### src/rtl/i2c_pkg.sv
// Shared types and constants for the I2C request arbiter: state codes,
// command field widths and the per-requester command record.
package i2c_pkg;

    localparam int LEN_W = 4;
    localparam int DEV_W = 7;
    localparam int REG_W = 8;

    typedef enum logic [2:0] {
        ST_ARB     = 3'd0,
        ST_LAUNCH  = 3'd1,
        ST_RUN     = 3'd2,
        ST_RELEASE = 3'd3,
        ST_DONE    = 3'd4
    } arb_state_t;

    typedef struct packed {
        logic             rd;
        logic [DEV_W-1:0] dev;
        logic [REG_W-1:0] reg_addr;
        logic [LEN_W-1:0] len;
    } i2c_cmd_t;

    // Remaining-byte counter never wraps below zero.
    function automatic logic [LEN_W-1:0] len_sat_dec(input logic [LEN_W-1:0] v);
        return (v == '0) ? v : v - 1'b1;
    endfunction

endpackage

### src/rtl/i2c_req_arbiter_rr_pick.sv
// Combinational round-robin picker: first set request at or above ptr, with wrap.
module rr_pick #(
    parameter int NREQ  = 4,
    parameter int PTR_W = 2
) (
    input  logic [NREQ-1:0]  req,
    input  logic [PTR_W-1:0] ptr,
    output logic [NREQ-1:0]  win_oh,
    output logic             valid
);

    int               sum;
    logic [PTR_W-1:0] idx;

    always_comb begin
        win_oh = '0;
        valid  = 1'b0;
        sum    = 0;
        idx    = '0;
        for (int i = 0; i < NREQ; i++) begin
            sum = int'(ptr) + i;
            idx = PTR_W'((sum >= NREQ) ? sum - NREQ : sum);
            if (!valid && req[idx]) begin
                win_oh[idx] = 1'b1;
                valid       = 1'b1;
            end
        end
    end

endmodule

### src/rtl/i2c_req_arbiter.sv
// Round-robin arbiter and transaction sequencer sharing one I2C interface FSM
// among NREQ requesters; all outputs registered.
//
// state   | meaning
// ARB     | idle, grant when FSM READY and any REQ set
// LAUNCH  | EXECUTE high, waiting for FSM to leave Idle
// RUN     | FSM busy, counting INCR pulses toward last byte
// RELEASE | EXECUTE dropped, one cycle for FSM to return to Idle
// DONE    | DONE/ERR pulse to granted requester, grant cleared
module i2c_req_arbiter
    import i2c_pkg::*;
#(
    parameter int NREQ  = 4,
    parameter int TMO_W = 16
) (
    input  logic              CLK,
    input  logic              RST_B,
    input  logic [NREQ-1:0]   REQ,
    input  logic [NREQ-1:0]   REQ_RD,
    input  logic [7*NREQ-1:0] REQ_DEV,
    input  logic [8*NREQ-1:0] REQ_REG,
    input  logic [4*NREQ-1:0] REQ_LEN,
    input  logic              I2C_READY,
    input  logic              I2C_INCR,
    output logic              EXECUTE,
    output logic              READ,
    output logic              WRITE,
    output logic              LAST_BYTE,
    output logic [6:0]        DEV_ADDR,
    output logic [7:0]        REG_ADDR,
    output logic [NREQ-1:0]   GNT,
    output logic [NREQ-1:0]   DONE,
    output logic              ERR,
    output logic              BUSY,
    output logic [2:0]        ARB_STATE
);

    localparam int PTR_W = $clog2(NREQ);
    // Leaving on the cycle the counter would reach all-ones gives exactly
    // 2^TMO_W-1 cycles of EXECUTE.
    localparam logic [TMO_W-1:0] TMO_PRE = {{(TMO_W-1){1'b1}}, 1'b0};

    arb_state_t       state_q, state_d;
    logic [PTR_W-1:0] ptr_q, ptr_d, ptr_next;
    logic [LEN_W-1:0] cnt_q, cnt_d;
    logic [TMO_W-1:0] tmo_q, tmo_d;
    logic             tmo_err_q, tmo_err_d;
    logic             exec_q, exec_d;
    logic             read_q, read_d;
    logic             write_q, write_d;
    logic             last_q, last_d;
    logic [DEV_W-1:0] dev_q, dev_d;
    logic [REG_W-1:0] reg_q, reg_d;
    logic [NREQ-1:0]  gnt_q, gnt_d;
    logic [NREQ-1:0]  done_q, done_d;
    logic             err_q, err_d;
    logic             busy_q, busy_d;

    i2c_cmd_t         cmd_arr [NREQ];
    i2c_cmd_t         win_cmd;
    logic [NREQ-1:0]  win_oh;
    logic             win_valid;

    for (genvar g = 0; g < NREQ; g++) begin : g_cmd
        assign cmd_arr[g] = {REQ_RD[g],
                             REQ_DEV[DEV_W*g +: DEV_W],
                             REQ_REG[REG_W*g +: REG_W],
                             REQ_LEN[LEN_W*g +: LEN_W]};
    end

    rr_pick #(
        .NREQ  (NREQ),
        .PTR_W (PTR_W)
    ) u_rr_pick (
        .req    (REQ),
        .ptr    (ptr_q),
        .win_oh (win_oh),
        .valid  (win_valid)
    );

    always_comb begin
        win_cmd  = '0;
        ptr_next = '0;
        for (int i = 0; i < NREQ; i++) begin
            if (win_oh[i]) begin
                win_cmd  = cmd_arr[i];
                ptr_next = (i == NREQ - 1) ? '0 : PTR_W'(i + 1);
            end
        end
    end

    always_comb begin
        state_d   = state_q;
        ptr_d     = ptr_q;
        cnt_d     = cnt_q;
        tmo_d     = tmo_q;
        tmo_err_d = tmo_err_q;
        exec_d    = exec_q;
        read_d    = read_q;
        write_d   = write_q;
        last_d    = last_q;
        dev_d     = dev_q;
        reg_d     = reg_q;
        gnt_d     = gnt_q;
        done_d    = '0;
        err_d     = 1'b0;

        case (state_q)
            ST_ARB: begin
                if (I2C_READY && win_valid) begin
                    state_d   = ST_LAUNCH;
                    gnt_d     = win_oh;
                    ptr_d     = ptr_next;
                    read_d    = win_cmd.rd;
                    write_d   = ~win_cmd.rd;
                    dev_d     = win_cmd.dev;
                    reg_d     = win_cmd.reg_addr;
                    cnt_d     = win_cmd.len;
                    last_d    = (win_cmd.len == '0);
                    exec_d    = 1'b1;
                    tmo_d     = '0;
                    tmo_err_d = 1'b0;
                end
            end
            ST_LAUNCH, ST_RUN: begin
                tmo_d = tmo_q + 1'b1;
                if (I2C_INCR) begin
                    cnt_d  = len_sat_dec(cnt_q);
                    last_d = (cnt_d == '0);
                end
                if (tmo_q == TMO_PRE) begin
                    state_d   = ST_RELEASE;
                    exec_d    = 1'b0;
                    tmo_err_d = 1'b1;
                end else if (state_q == ST_LAUNCH && !I2C_READY) begin
                    state_d = ST_RUN;
                end else if (state_q == ST_RUN && I2C_READY) begin
                    state_d = ST_RELEASE;
                    exec_d  = 1'b0;
                end
            end
            ST_RELEASE: begin
                state_d = ST_DONE;
                done_d  = gnt_q;
                err_d   = tmo_err_q;
            end
            ST_DONE: begin
                state_d = ST_ARB;
                gnt_d   = '0;
                read_d  = 1'b0;
                write_d = 1'b0;
                last_d  = 1'b0;
            end
            default: begin
                state_d = ST_ARB;
                exec_d  = 1'b0;
                gnt_d   = '0;
            end
        endcase

        busy_d = (state_d != ST_ARB);
    end

    always_ff @(posedge CLK) begin
        if (!RST_B) begin
            state_q   <= ST_ARB;
            ptr_q     <= '0;
            cnt_q     <= '0;
            tmo_q     <= '0;
            tmo_err_q <= 1'b0;
            exec_q    <= 1'b0;
            read_q    <= 1'b0;
            write_q   <= 1'b0;
            last_q    <= 1'b0;
            dev_q     <= '0;
            reg_q     <= '0;
            gnt_q     <= '0;
            done_q    <= '0;
            err_q     <= 1'b0;
            busy_q    <= 1'b0;
        end else begin
            state_q   <= state_d;
            ptr_q     <= ptr_d;
            cnt_q     <= cnt_d;
            tmo_q     <= tmo_d;
            tmo_err_q <= tmo_err_d;
            exec_q    <= exec_d;
            read_q    <= read_d;
            write_q   <= write_d;
            last_q    <= last_d;
            dev_q     <= dev_d;
            reg_q     <= reg_d;
            gnt_q     <= gnt_d;
            done_q    <= done_d;
            err_q     <= err_d;
            busy_q    <= busy_d;
        end
    end

    assign EXECUTE   = exec_q;
    assign READ      = read_q;
    assign WRITE     = write_q;
    assign LAST_BYTE = last_q;
    assign DEV_ADDR  = dev_q;
    assign REG_ADDR  = reg_q;
    assign GNT       = gnt_q;
    assign DONE      = done_q;
    assign ERR       = err_q;
    assign BUSY      = busy_q;
    assign ARB_STATE = state_q;

endmodule

### config.mk
export PLATFORM = sky130hd
export DESIGN_NAME = i2c_req_arbiter
export DESIGN_NICKNAME = d
export VERILOG_FILES = /design/src/rtl/i2c_pkg.sv /design/src/rtl/i2c_req_arbiter_rr_pick.sv /design/src/rtl/i2c_req_arbiter.sv
export SDC_FILE = /design/constraint.sdc
export NUM_CORES = 1
export LEC_CHECK = 0
export BUFFER_PORTS_ARGS = -buffer_cell sky130_fd_sc_hd__buf_2
export CAP_MARGIN = 10
export CORE_MARGIN = 1
export CORE_UTILIZATION = 45
export CTS_BUF_LIST = sky130_fd_sc_hd__clkbuf_8
export DETAILED_ROUTE_END_ITERATION = 8
export HOLD_SLACK_MARGIN = 0.05
export PLACE_DENSITY = 0.72
export SLEW_MARGIN = 20
export SYNTH_ARGS = -nofsm -noshare
export SYNTH_HDL_FRONTEND = slang
export SYNTH_HIERARCHICAL = 1
export SYNTH_SLANG_ARGS = --single-unit
### constraint.sdc
create_clock -name CLK -period 10.1 [get_ports CLK]
set_clock_uncertainty 0.15 [all_clocks]
set_input_delay 1.515 -clock CLK [delete_from_list [all_inputs] [get_ports CLK]]
set_output_delay 1.515 -clock CLK [all_outputs]
set_load 0.005 [all_outputs]
==> results.py <==
metrics = {
    "die": {
        "dieHeight_um": 87.8,
        "floorplan.initialDensity": 0.477,
        "die-area_um2": 7700,
        "die_w_um": 87.8,
        "rows": 30,
        "io_pins": 120,
        "core-area_um2": 6940,
    },
    "synthesis": {
        "seq_area_frac_synth": 0.333,
        "yosysWarnings": 6,
        "netlist_top_cells_area": "dfxtp_1 (33%), nor2_1 (5.8%), a21oi_1 (4.5%), a221oi_1 (4.2%), nor2b_1 (4.2%)",
        "yosysTopAreaCell": "dfxtp_1",
        "netlist_area_um2": 3310,
        "async_reset_ff_frac": 0,
        "ys_ff_latch": 55,
        "yosysTopAreaCellShare": 0.333,
        "synth_ff_type": "dfxtp_1",
        "synth_cells": 420,
        "ys_types": 59,
        "synth-edff-count": 0,
        "syn_area_per_cell_um2": 7.88,
        "syn-num-nets": 517,
    },
    "place": {
        "hpwlAfterDp_mm": 6.85,
        "port_buffers": 119,
        "post_dp_cell_area_um2": 3940,
        "gp_congestion": 0.932,
    },
    "cts": {
        "cts_buffer_depth": 2,
        "cts_sinks": 55,
        "cts_setup_buffers": 0,
        "cts_max_level": 2,
        "cts_tree": "built",
        "clkLatencyLatePin_ns": 0.31,
        "numCtsBuffers": 5,
        "path_clk_slew_ns": 0.10,
        "cts_hold_buf": 0,
        "cts_resized": 0,
        "root_buffer": "clkbuf_8",
    },
    "global_route": {
        "grt_max_degree": 40,
        "grt-ovfl-total": 0,
        "grt_first_pass_wirelength_mm": 14.7,
        "grt_pass1_vias": 3174,
        "grt_antenna_before_repair": 0,
        "track_usage": 0.241,
    },
    "layout": {
        "mostFrequentLayoutCells": "buf_2 (119), dfxtp_1 (55), nor2_1 (51), nand2_1 (35), a21oi_1 (30)",
        "nNetsFinal": 620,
        "layout_commonest_cell": "buf_2",
        "fillers": 663,
        "fin_area_um2": 4030,
        "diodes": 0,
        "drive_above_1_share": 0.275,
        "area_delta_synth_final_pct": 21.8,
        "final_core_util": 0.581,
    },
    "power": {
        "power_density_nw_per_um2": 180,
        "p_total_mw": 0.727,
        "p_leak_nw": 1.70,
        "irDropWorstVdd_mv": 0.0747,
    },
    "critical_path": {
        "end_kind": "register",
        "cp_slowest_cell": "o2bb2ai_2",
        "start_kind": "register",
        "crit_type": "register to register",
        "path_cells": "inv_1 -> ha_1 -> mux2i_1 -> mux2_2 -> a211oi_1 -> o2bb2ai_2 -> nor2b_1 -> buf_4 -> a22oi_1 -> a21oi_1 -> or4_1 -> o22ai_1",
        "critPathMaxStageDelay_ns": 0.81,
        "cp_max_fo": 23,
        "critPathTopFamily": "compound AO/OA/AOI/OAI gates",
        "arrival_ns": 4.65,
        "path_buf_inv": 2,
        "crit_required_ns": 10.19,
    },
    "routing": {
        "route.detailed.drc": 0,
        "drt_pass1_iterations": 4,
        "avgViaCountPerCell": 5.52,
        "drt-total-wl_mm": 8.97,
        "drt_iter0_drc": 166,
        "ant_nets": 0,
        "via_count": 3421,
        "wl_per_cell_um": 14.5,
    },
    "timing": {
        "totalNegativeSetupSlack_ns": 0,
        "slew_headroom": 0.315,
        "rsz0062_at_grt": "no",
        "maxSlewViolCount": 0,
        "max_freq_mhz": 219,
        "hold_violations": 0,
        "worst_pin_slew_ns": 1.02,
        "post-route-min-period_ns": 4.56,
        "setup_viol": 0,
        "min_period_over_period": 0.452,
    },
    "min_path": {
        "holdCritPathClass": "register to register",
    },
    "outcome": {
        "status": "finished clean",
    },
    "flow_run": {
        "maxCapViolCount": 0,
    },
}
## cell families (layout without fill, tap and decap cells)
logic type	Yosys count	in the layout	share of synthesized area
AND/OR/NAND/NOR	174	174	0.265
AO/OA/AOI/OAI	113	113	0.229
flip-flops	55	55	0.333
buffers and inverters	42	146	0.0578
multiplexers	15	15	0.0503
XOR/XNOR	12	12	0.0317
adder cells (fa/ha/maj)	9	9	0.0340
## registers in the layout (all words and copies together), names as in the netlist
name / flops
ARB_STATE: 3
BUSY: 1
DEV_ADDR: 7
DONE: 4
ERR: 1
EXECUTE: 1
GNT: 4
LAST_BYTE: 1
READ: 1
REG_ADDR: 8
WRITE: 1
cnt_q: 4
ptr_q: 2
tmo_err_q: 1
tmo_q: 16
## cells in the mapped netlist, drive strengths merged, types with 3 or more instances
master	instances
and2	5
nand2	35
mux2	3
nand2b	8
dfxtp	55
nand4	6
or4	4
ha	9
xor2	8
a21oi	30
o2bb2ai	4
nor2	52
a221oi	18
inv	15
xnor2	4
o211ai	4
o22ai	10
a211oi	6
nor2b	22
a22oi	5
nand3	5
or3	3
nor3	20
mux2i	11
buf	12
clkbuf	15
o21ai	22
## routing by layer
layer / track usage / wire [µm] / vias to the layer above
li1: - / - / 1723
met1: 0.302 / 3880 / 1570
met5: 0 / 0 / -
met3: 0.0424 / 571 / 10
met2: 0.418 / 4380 / 118
met4: 0.0775 / 142 / 0
## area by class of cell
cell class / count / area [µm²] / area share
inverters: 15 / 56.3 / 0.0140
well taps: 96 / 120 / 0.0298
clock inverters: 3 / 22.5 / 0.00559
clock buffers: 5 / 68.8 / 0.0171
multi-input cells: 323 / 2040 / 0.505
repair buffers: 123 / 626 / 0.155
flip-flops and latches: 55 / 1100 / 0.273
## through the flow
stage	worst slack, ns	instances	hold WS (ns)
floorplan	6.11	420	0.280
global placement	5.61	612	0.281
detailed placement	5.45	612	0.287
CTS	5.58	620	0.312
global route	5.17	620	0.331
finish	5.54	620	0.307
## power breakdown
part | switching [mW] | leakage [nW] | internal [mW] | total, mW
combinational | 0.187 | 1.21 | 0.147 | 0.334
sequential | 0.0248 | 0.448 | 0.242 | 0.267
clock | 0.0761 | 0.0489 | 0.0504 | 0.126
total | 0.288 | 1.70 | 0.439 | 0.727
## worst paths after layout
kind / startpoint / endpoint / slack, ns / cells past startpoint
max: ptr_q[0]$_SDFFE_PN0P_ / LAST_BYTE$_SDFFE_PN0P_ / 5.54 / 12
min: REG_ADDR[6]$_SDFFE_PN0P_ / REG_ADDR[6]$_SDFFE_PN0P_ / 0.31 / 2
max reg2reg: ptr_q[0]$_SDFFE_PN0P_ / LAST_BYTE$_SDFFE_PN0P_ / 5.54 / 12
min reg2reg: REG_ADDR[6]$_SDFFE_PN0P_ / REG_ADDR[6]$_SDFFE_PN0P_ / 0.31 / 2
## worst register-to-register path: cells and delay by family (launching register included)
kind / cells / cell delay [ns]
AO/OA/AOI/OAI: 5 / 1.36
buffers and inverters: 2 / 0.48
flip-flops: 1 / 0.77
AND/OR/NAND/NOR: 2 / 0.62
adder cells (fa/ha/maj): 1 / 0.45
multiplexers: 2 / 0.65
Power figures use the tool's default switching activity.
